`src/rtl/div_unit.sv`:
```
// Iterative RV32M divide/remainder unit: radix-2 restoring division, one quotient bit per cycle,
// with RISC-V divide-by-zero and signed-overflow results produced on a one-cycle fast path.
module div_unit #(
   parameter int DATA_WIDTH = 32
) (
   input  logic                  clk,
   input  logic                  rst,
   input  logic                  req_valid,
   output logic                  req_ready,
   input  logic [1:0]            req_op,
   input  logic [DATA_WIDTH-1:0] req_a,
   input  logic [DATA_WIDTH-1:0] req_b,
   output logic                  resp_valid,
   input  logic                  resp_ready,
   output logic [DATA_WIDTH-1:0] resp_result,
   output logic                  resp_div_by_zero
);

   localparam int W     = DATA_WIDTH;
   localparam int CNT_W = $clog2(W) + 1;
   localparam logic [CNT_W-1:0] LAST_ITER = CNT_W'(W - 1);

   typedef enum logic [1:0] {
      IDLE,
      CALC,
      DONE
   } state_t;

   state_t           r_state;
   state_t           w_nextState;
   logic             r_isRem;
   logic             r_negQ;
   logic             r_negR;
   logic             r_dbz;
   logic [W-1:0]     r_rem;
   logic [W-1:0]     r_quo;
   logic [W-1:0]     r_div;
   logic [W-1:0]     r_result;
   logic [CNT_W-1:0] r_cnt;

   logic             w_accept;
   logic             w_signedOp;
   logic             w_aNeg;
   logic             w_bNeg;
   logic             w_bZero;
   logic             w_ovf;
   logic [W-1:0]     w_absA;
   logic [W-1:0]     w_absB;
   logic [W:0]       w_remSh;
   logic [W:0]       w_trial;
   logic             w_trialOk;
   logic [W-1:0]     w_remNext;
   logic [W-1:0]     w_quoNext;
   logic [W-1:0]     w_quoFinal;
   logic [W-1:0]     w_remFinal;
   logic             w_last;

   assign req_ready        = (r_state == IDLE) && !rst;
   assign resp_valid       = (r_state == DONE);
   assign resp_result      = r_result;
   assign resp_div_by_zero = r_dbz;

   // Ops 0 and 2 (DIV, REM) are signed; ops 2 and 3 (REM, REMU) return the remainder.
   assign w_accept   = req_valid && req_ready;
   assign w_signedOp = !req_op[0];
   assign w_aNeg     = w_signedOp && req_a[W-1];
   assign w_bNeg     = w_signedOp && req_b[W-1];
   assign w_absA     = w_aNeg ? ({W{1'b0}} - req_a) : req_a;
   assign w_absB     = w_bNeg ? ({W{1'b0}} - req_b) : req_b;
   assign w_bZero    = (req_b == {W{1'b0}});
   assign w_ovf      = w_signedOp && (req_a == {1'b1, {(W-1){1'b0}}}) && (req_b == {W{1'b1}});

   // The partial remainder is always below the divisor, so the W+1 bit trial difference
   // cannot wrap and its top bit is a true sign.
   assign w_remSh    = {r_rem, r_quo[W-1]};
   assign w_trial    = w_remSh - {1'b0, r_div};
   assign w_trialOk  = !w_trial[W];
   assign w_remNext  = w_trialOk ? w_trial[W-1:0] : w_remSh[W-1:0];
   assign w_quoNext  = {r_quo[W-2:0], w_trialOk};
   assign w_quoFinal = r_negQ ? ({W{1'b0}} - w_quoNext) : w_quoNext;
   assign w_remFinal = r_negR ? ({W{1'b0}} - w_remNext) : w_remNext;
   assign w_last     = (r_cnt == LAST_ITER);

   always_ff @(posedge clk) begin
      if (rst) begin
         r_state <= IDLE;
      end else begin
         r_state <= w_nextState;
      end
   end

   always_comb begin
      w_nextState = r_state;
      case (r_state)
         IDLE: begin
            if (w_accept) begin
               w_nextState = (w_bZero || w_ovf) ? DONE : CALC;
            end
         end
         CALC: begin
            if (w_last) begin
               w_nextState = DONE;
            end
         end
         DONE: begin
            if (resp_ready) begin
               w_nextState = IDLE;
            end
         end
         default: w_nextState = IDLE;
      endcase
   end

   // Datapath: operand capture on accept, one restoring step per CALC cycle, result held in DONE.
   always_ff @(posedge clk) begin
      if (rst) begin
         r_isRem  <= 1'b0;
         r_negQ   <= 1'b0;
         r_negR   <= 1'b0;
         r_dbz    <= 1'b0;
         r_rem    <= '0;
         r_quo    <= '0;
         r_div    <= '0;
         r_result <= '0;
         r_cnt    <= '0;
      end else begin
         case (r_state)
            IDLE: begin
               if (w_accept) begin
                  r_isRem <= req_op[1];
                  if (w_bZero) begin
                     r_result <= req_op[1] ? req_a : {W{1'b1}};
                     r_dbz    <= 1'b1;
                  end else if (w_ovf) begin
                     r_result <= req_op[1] ? {W{1'b0}} : req_a;
                     r_dbz    <= 1'b0;
                  end else begin
                     r_rem  <= '0;
                     r_quo  <= w_absA;
                     r_div  <= w_absB;
                     r_cnt  <= '0;
                     r_negQ <= w_aNeg ^ w_bNeg;
                     r_negR <= w_aNeg;
                     r_dbz  <= 1'b0;
                  end
               end
            end
            CALC: begin
               r_rem <= w_remNext;
               r_quo <= w_quoNext;
               r_cnt <= r_cnt + 1'b1;
               if (w_last) begin
                  r_result <= r_isRem ? w_remFinal : w_quoFinal;
               end
            end
            default: begin
            end
         endcase
      end
   end

endmodule

```
`config.mk`:
```
export PLATFORM = sky130hd
export DESIGN_NAME = div_unit
export DESIGN_NICKNAME = d
export VERILOG_FILES = /design/src/rtl/div_unit.sv
export SDC_FILE = /design/constraint.sdc
export NUM_CORES = 1
export LEC_CHECK = 0
export ABC_AREA = 1
export CORE_ASPECT_RATIO = 1.1
export CORE_MARGIN = 10
export CORE_UTILIZATION = 40
export DETAILED_ROUTE_END_ITERATION = 16
export GPL_TIMING_DRIVEN = 0
export PLACE_DENSITY = 0.62
export SYNTH_ARGS = -nofsm -noshare
export SYNTH_HDL_FRONTEND = slang
export SYNTH_SLANG_ARGS = --single-unit
```
`constraint.sdc`:
```
create_clock -name clk -period 4.5 [get_ports clk]
set_clock_uncertainty 0.05 [all_clocks]
set_input_delay 1.125 -clock clk [delete_from_list [all_inputs] [get_ports clk]]
set_output_delay 1.125 -clock clk [all_outputs]
set_load 0.01 [all_outputs]
```
=== Yosys cells after proc, flatten, opt, wreduce, memory -nomap -nowiden ===
Cells that the tools add are included.
Widths: inputs -> output; s select.

* Output and inout bits: 35
* Memory bits (read-only): 0
* Latch bits: 0
* Bits in registers: 140
* Bits of input ports: 70
* Memories kept: 0
* Bits in writable memories: 0

* Bitwise operators: 3
* Add/sub/neg operators: 6
* Reductions and logical operators: 18
* Order comparisons: 0
* Equal/unequal tests: 11
* Multiplexer cells: 31
* Shifts and indexed selects: 0
* Div/mod/pow operators: 0
* Multiply operators: 0

{| class="wikitable"
|+ Operators with widths
! operator !! count
|-
| $mux 32 || 18
|-
| $pmux 32 s2 || 3
|-
| $sub 1x32->32 const A || 4
|-
| $eq 32x32->1 const B || 2
|-
| $sub 33x32->33 || 1
|-
| $logic_not 32->1 || 1
|-
| $mux 6 || 3
|-
| $pmux 6 s2 || 1
|-
| $reduce_and 4->1 || 3
|-
| $mux 2 || 4
|-
| $ne 2x2->1 const B || 4
|-
| $add 6x1->6 const B || 1
|-
| $eq 6x5->1 const B || 1
|-
| $logic_and 1x1->1 || 6
|-
| $pmux 2 s3 || 1
|-
| $logic_not 1->1 || 3
|-
| $ne 3x3->1 const B || 1
|-
| $reduce_and 3->1 || 1
|-
| $eq 2x1->1 const B || 1
|-
| $eq 2x2->1 const B || 1
|-
| $logic_not 2->1 || 1
|-
| $ne 2x1->1 const B || 1
|-
| $not 1->1 || 2
|-
| $reduce_and 2->1 || 1
|-
| 4 further kinds || 4
|}

=== Longest topological paths before layout ===
* Word-level depth: 7
* Depth in mapped cells: 33

=== Least setup slack after synthesis ===
Ideal clock, no wire load.

* Path type: register to register
* Start: register r_quo[31]
* End: register r_result[28] (netlist: resp_result[28])
* Path buffers: 2
* Library setup time: 0.070 ns
* Stages on the path, launching flop included: 33
* Slack: 0.616 ns
* Data arrival time: 3.764 ns
* Cell sequence: dfxtp_1 -> inv_1 -> ha_1 -> inv_1 -> fa_1 -> nand2_1 -> nand2_1 -> nand3_1 -> nand2_2 -> nand2_1 -> nand2_2 -> nand2_4 -> nand3_2 -> nand2_2 -> buf_6 -> buf_4 -> ha_1 -> nand3_1 -> nor3_1 -> nand2_1 -> nor3_1 -> nand3_1 -> nor2_1 -> nand4_1 -> inv_1 -> nand3_1 -> nand2_1 -> o21ai_0 -> a21oi_1 -> nor2_1 -> nand2_1 -> nand2_1 -> a21oi_1

* Longest elaborated chain between the ends: 7
* Elaborated cells on any way between the ends: 10

{| class="wikitable"
|+ RTL lines
! what !! line !! RTL
|-
| start: declaration || 36 || <nowiki>logic [W-1:0] r_quo;</nowiki>
|-
| start signal: assignment || 139 || <nowiki>r_quo <= w_absA;</nowiki>
|-
| start signal: assignment || 150 || <nowiki>r_quo <= w_quoNext;</nowiki>
|-
| $sub 33x32->33 || 76 || <nowiki>assign w_trial = w_remSh - {1'b0, r_div};</nowiki>
|-
| $mux 32 / $logic_not 1->1 (equally long branches) || 78, 77 ||
|-
| $sub 1x32->32 (on tied branches) || 81, 80 ||
|-
| $mux 32 (on tied branches) || 81, 80 ||
|-
| $mux 32 (*) || 153 || <nowiki>r_result <= r_isRem ? w_remFinal : w_quoFinal;</nowiki>
|-
| $mux 32 (*) || 152 || <nowiki>if (w_last) begin</nowiki>
|-
| $pmux 32 s2 (*) || 127 || <nowiki>case (r_state)</nowiki>
|-
| end signal: assignment || 132 || <nowiki>r_result <= req_op[1] ? req_a : {W{1'b1}};</nowiki>
|-
| end signal: assignment || 135 || <nowiki>r_result <= req_op[1] ? {W{1'b0}} : req_a;</nowiki>
|-
| end signal: assignment || 153 ||
|-
| end: declaration || 38 || <nowiki>logic [W-1:0] r_result;</nowiki>
|}

Every way passes the cells marked *; elsewhere a longest branch is shown, timed or not. The select of a mux whose other input is x is not followed.
A chain may end at the register's enable or synchronous reset.

=== Worst setup path in the final report ===
* Start: register r_quo[31]
* End: register r_result[24] (netlist: resp_result[24])

The elaborated chain is that of the path after synthesis.

==> summary.txt <==
Synthesis
  – Post-Synth Adder-Cell Area: 4.01%
  – Synth Area in Simple Gates: 36.5%
  – Largest family of logic cells by synthesized area: simple AND/OR/NAND/NOR gates
  – Post-synthesis register bit count: 140
  – XOR/XNOR share of the synthesized area: 5.00%
  – Mapped Cells: 2,188
  – Mapped Area: 12,600 µm²
  – Post-synthesis compound-gate area fraction: 20.4%
  – Synth Warn #: 0
  – Synth unique cells: 52
  – Most frequent cell after synthesis: nand2_1
  – Main flop type after synthesis: dfxtp_1
  – Register area share after synthesis: 22.2%
  – Syn_nets: 2,297
  – Post-synth EDFFs: 0
  – Mean Syn Cell Area: 5.77 µm²
  – Post-synth ARST share: 0%
  – Post-synthesis mux area share: 0%
  – Most frequent cells after synthesis: 621 x nand2_1, 273 x inv_1, 217 x a21oi_1, 189 x nor2_1, 173 x o21ai_0
  – Synth top area cells: dfxtp_1 22%, nand2_1 18%, a21oi_1 8.6%
  – Top cell type's share of synthesized area: 22.2%
  – Top cell type by total area after synthesis: dfxtp_1

Worst setup path
  – CP delay by family, top: simple AND/OR/NAND/NOR gates
  – Reg2reg setup slack: 0.13 ns
  – Worst path arrival time: 4.68 ns
  – Most used cell, CP: nand2_2
  – Critical Path RT: 4.82 ns
  – Worst setup EP type: flop
  – Buf/Inv on CP: 4
  – Max incr delay on CP: 0.39 ns
  – Crit path kind: flop to flop
  – Startpoint types: flop
  – Critical-path cell with the highest stage delay: fa_2
  – Max FO, Critical Path: 4

Placement
  – Post-DP HPWL: 45.3 mm
  – Port bufs: 102
  – Final GP Congestion: 1.01

Clock tree
  – Clk slew on worst S/H paths: 0.07 ns
  – Worst skew pair latency: 0.44 ns
  – H-Tree Depth: 4
  – CTS tree: built
  – CTS Root Cell: clkbuf_16
  – Clk buf depth: 2
  – CTS sink cnt: 140
  – CTS buffer count: 17
  – CTS Hold Bufs: 0

Routing
  – Mean number of vias per cell: 5.46
  – Via count: 15.0k
  – Iteration-0 DRC Markers: 1,216
  – DRC violations left: 0
  – WL final: 55.4 mm
  – Antenna-violating nets left: 0
  – WL/cell: 20.1 µm
  – Pre-Repair DR Iteration Count: 7

Run
  – Max-cap viol count: 0

STA
  – Maximum clock rate: 229 MHz
  – Worst relative slew slack: 41.6%
  – Final hold vios: 0
  – Fin crit period: 4.37 ns
  – Fin. max-slew vios: 0
  – Setup-failing EPs final: 0
  – Period utilization: 97.0%
  – Worst slew pin tran: 0.867 ns
  – Setup TNS Final: 0 ns

Global routing
  – Initial antenna violation count: 1
  – GR Overflow Total: 0
  – Vias in the first global route: 14.1k
  – First-pass GRT wire length: 81.8 mm
  – Tot GR Track Use: 27.3%
  – Largest net degree at the start of global routing: 19

Floorplan
  – Die Width: 189 µm
  – Total die area: 39,100 µm²
  – Core ar.: 31,200 µm²
  – Row Count: 68
  – Num ports: 105
  – Initial Util: 40.4%
  – Die Y: 206 µm

Final layout
  – Layout cell share with drive strength beyond 1: 7.39%
  – Finished Core Util: 48.4%
  – Layout area overhead: 19.8%
  – Number of nets in the layout: 2,426

Worst hold path
  – Worst Hold Class: flop to flop

Outcome
  – Status: finished clean
-- routing by layer --
metal / share of wire, % / global-route usage [%] / wire [µm]
met3: 6.4 / 4.34 / 3540
met4: 7.1 / 19.4 / 3940
met1: 41 / 31.6 / 22500
met5: 0 / 0 / 0
met2: 46 / 45.5 / 25400
-- worst paths after layout --
path                    from               to  depth (start not counted)
min          resp_result[10]  resp_result[10]                          2
max reg2reg        r_quo[31]  resp_result[24]                         30
max                r_quo[31]  resp_result[24]                         30
min reg2reg  resp_result[10]  resp_result[10]                          2
-- tightest hold or removal path, cell delays in order (launching register included) --
cell,delay (ns)
dfxtp_1,0.31
nand2_1,0.06
a21oi_1,0.05
-- repair_timing --
action / in CTS / in global routing
pin swaps: 5 / 15
setup buffers: 5 / 5
setup endpoints to repair: 118 / 60
resized for setup: 30 / 43
-- metrics by stage --
| stage | worst slack [ns] | std cells | hold slack (ns) | cell area (µm²) |
|---|---|---|---|---|
| 2_1_floorplan | 0.616 | 2188 | 0.380 | 12600 |
| 3_3_place_gp | -1.17 | 2710 | 0.404 | 14200 |
| 3_5_place_dp | -1.21 | 2710 | 0.407 | 14200 |
| 4_1_cts | 0.00159 | 2745 | 0.416 | 14900 |
| 5_1_grt | -0.0482 | 2749 | 0.433 | 15100 |
| 6_report | 0.133 | 2750 | 0.413 | 15100 |
-- sequential cells by signal, indices dropped and copies added, names as in the netlist --
name              count
r_div                32
r_quo                32
r_rem                32
resp_result          32
r_cnt                 6
r_state               2
r_isRem               1
r_negQ                1
r_negR                1
resp_div_by_zero      1
-- cells in the final DEF (no fill, tap or decap), types with 13 or more instances in the layout --
cell and n:
a211oi_1 15, a21oi_1 211, a221oi_1 13, a31oi_1 13, clkbuf_1 66, clkbuf_16 17
clkdlybuf4s50_1 102, dfxtp_1 135, ha_1 29, inv_1 271, inv_2 17, nand2_1 614
nand2_2 26, nand3_1 119, nand4_1 32, nor2_1 184, nor2_2 14, nor3_1 28
nor4_1 14, o21ai_0 168, o21ai_1 16, xnor2_1 21, xor2_1 51
-- logic make-up (layout without fill, tap and decap cells) --
family	Yosys count	in the layout
AO/OA/AOI/OAI	473	473
buffers and inverters	384	525
AND/OR/NAND/NOR	1079	1079
flip-flops	140	140
other	0	1
adder cells (fa/ha/maj)	40	40
XOR/XNOR	72	72
-- area by class of cell --
class                      count  area [µm²]
buffer                        91         414
clock buffer                  19         453
inverter                     291        1090
clock inverter                12         186
multi-input combinational   1664        8540
antenna                        1        2.50
tap                          420         526
sequential                   140        2810
timing repair buffer         112        1100
fill                        3411       16100
Power is left out: the tool's default activity adds up to more than one toggle a clock period on the data nets, which glitch-free logic cannot reach.
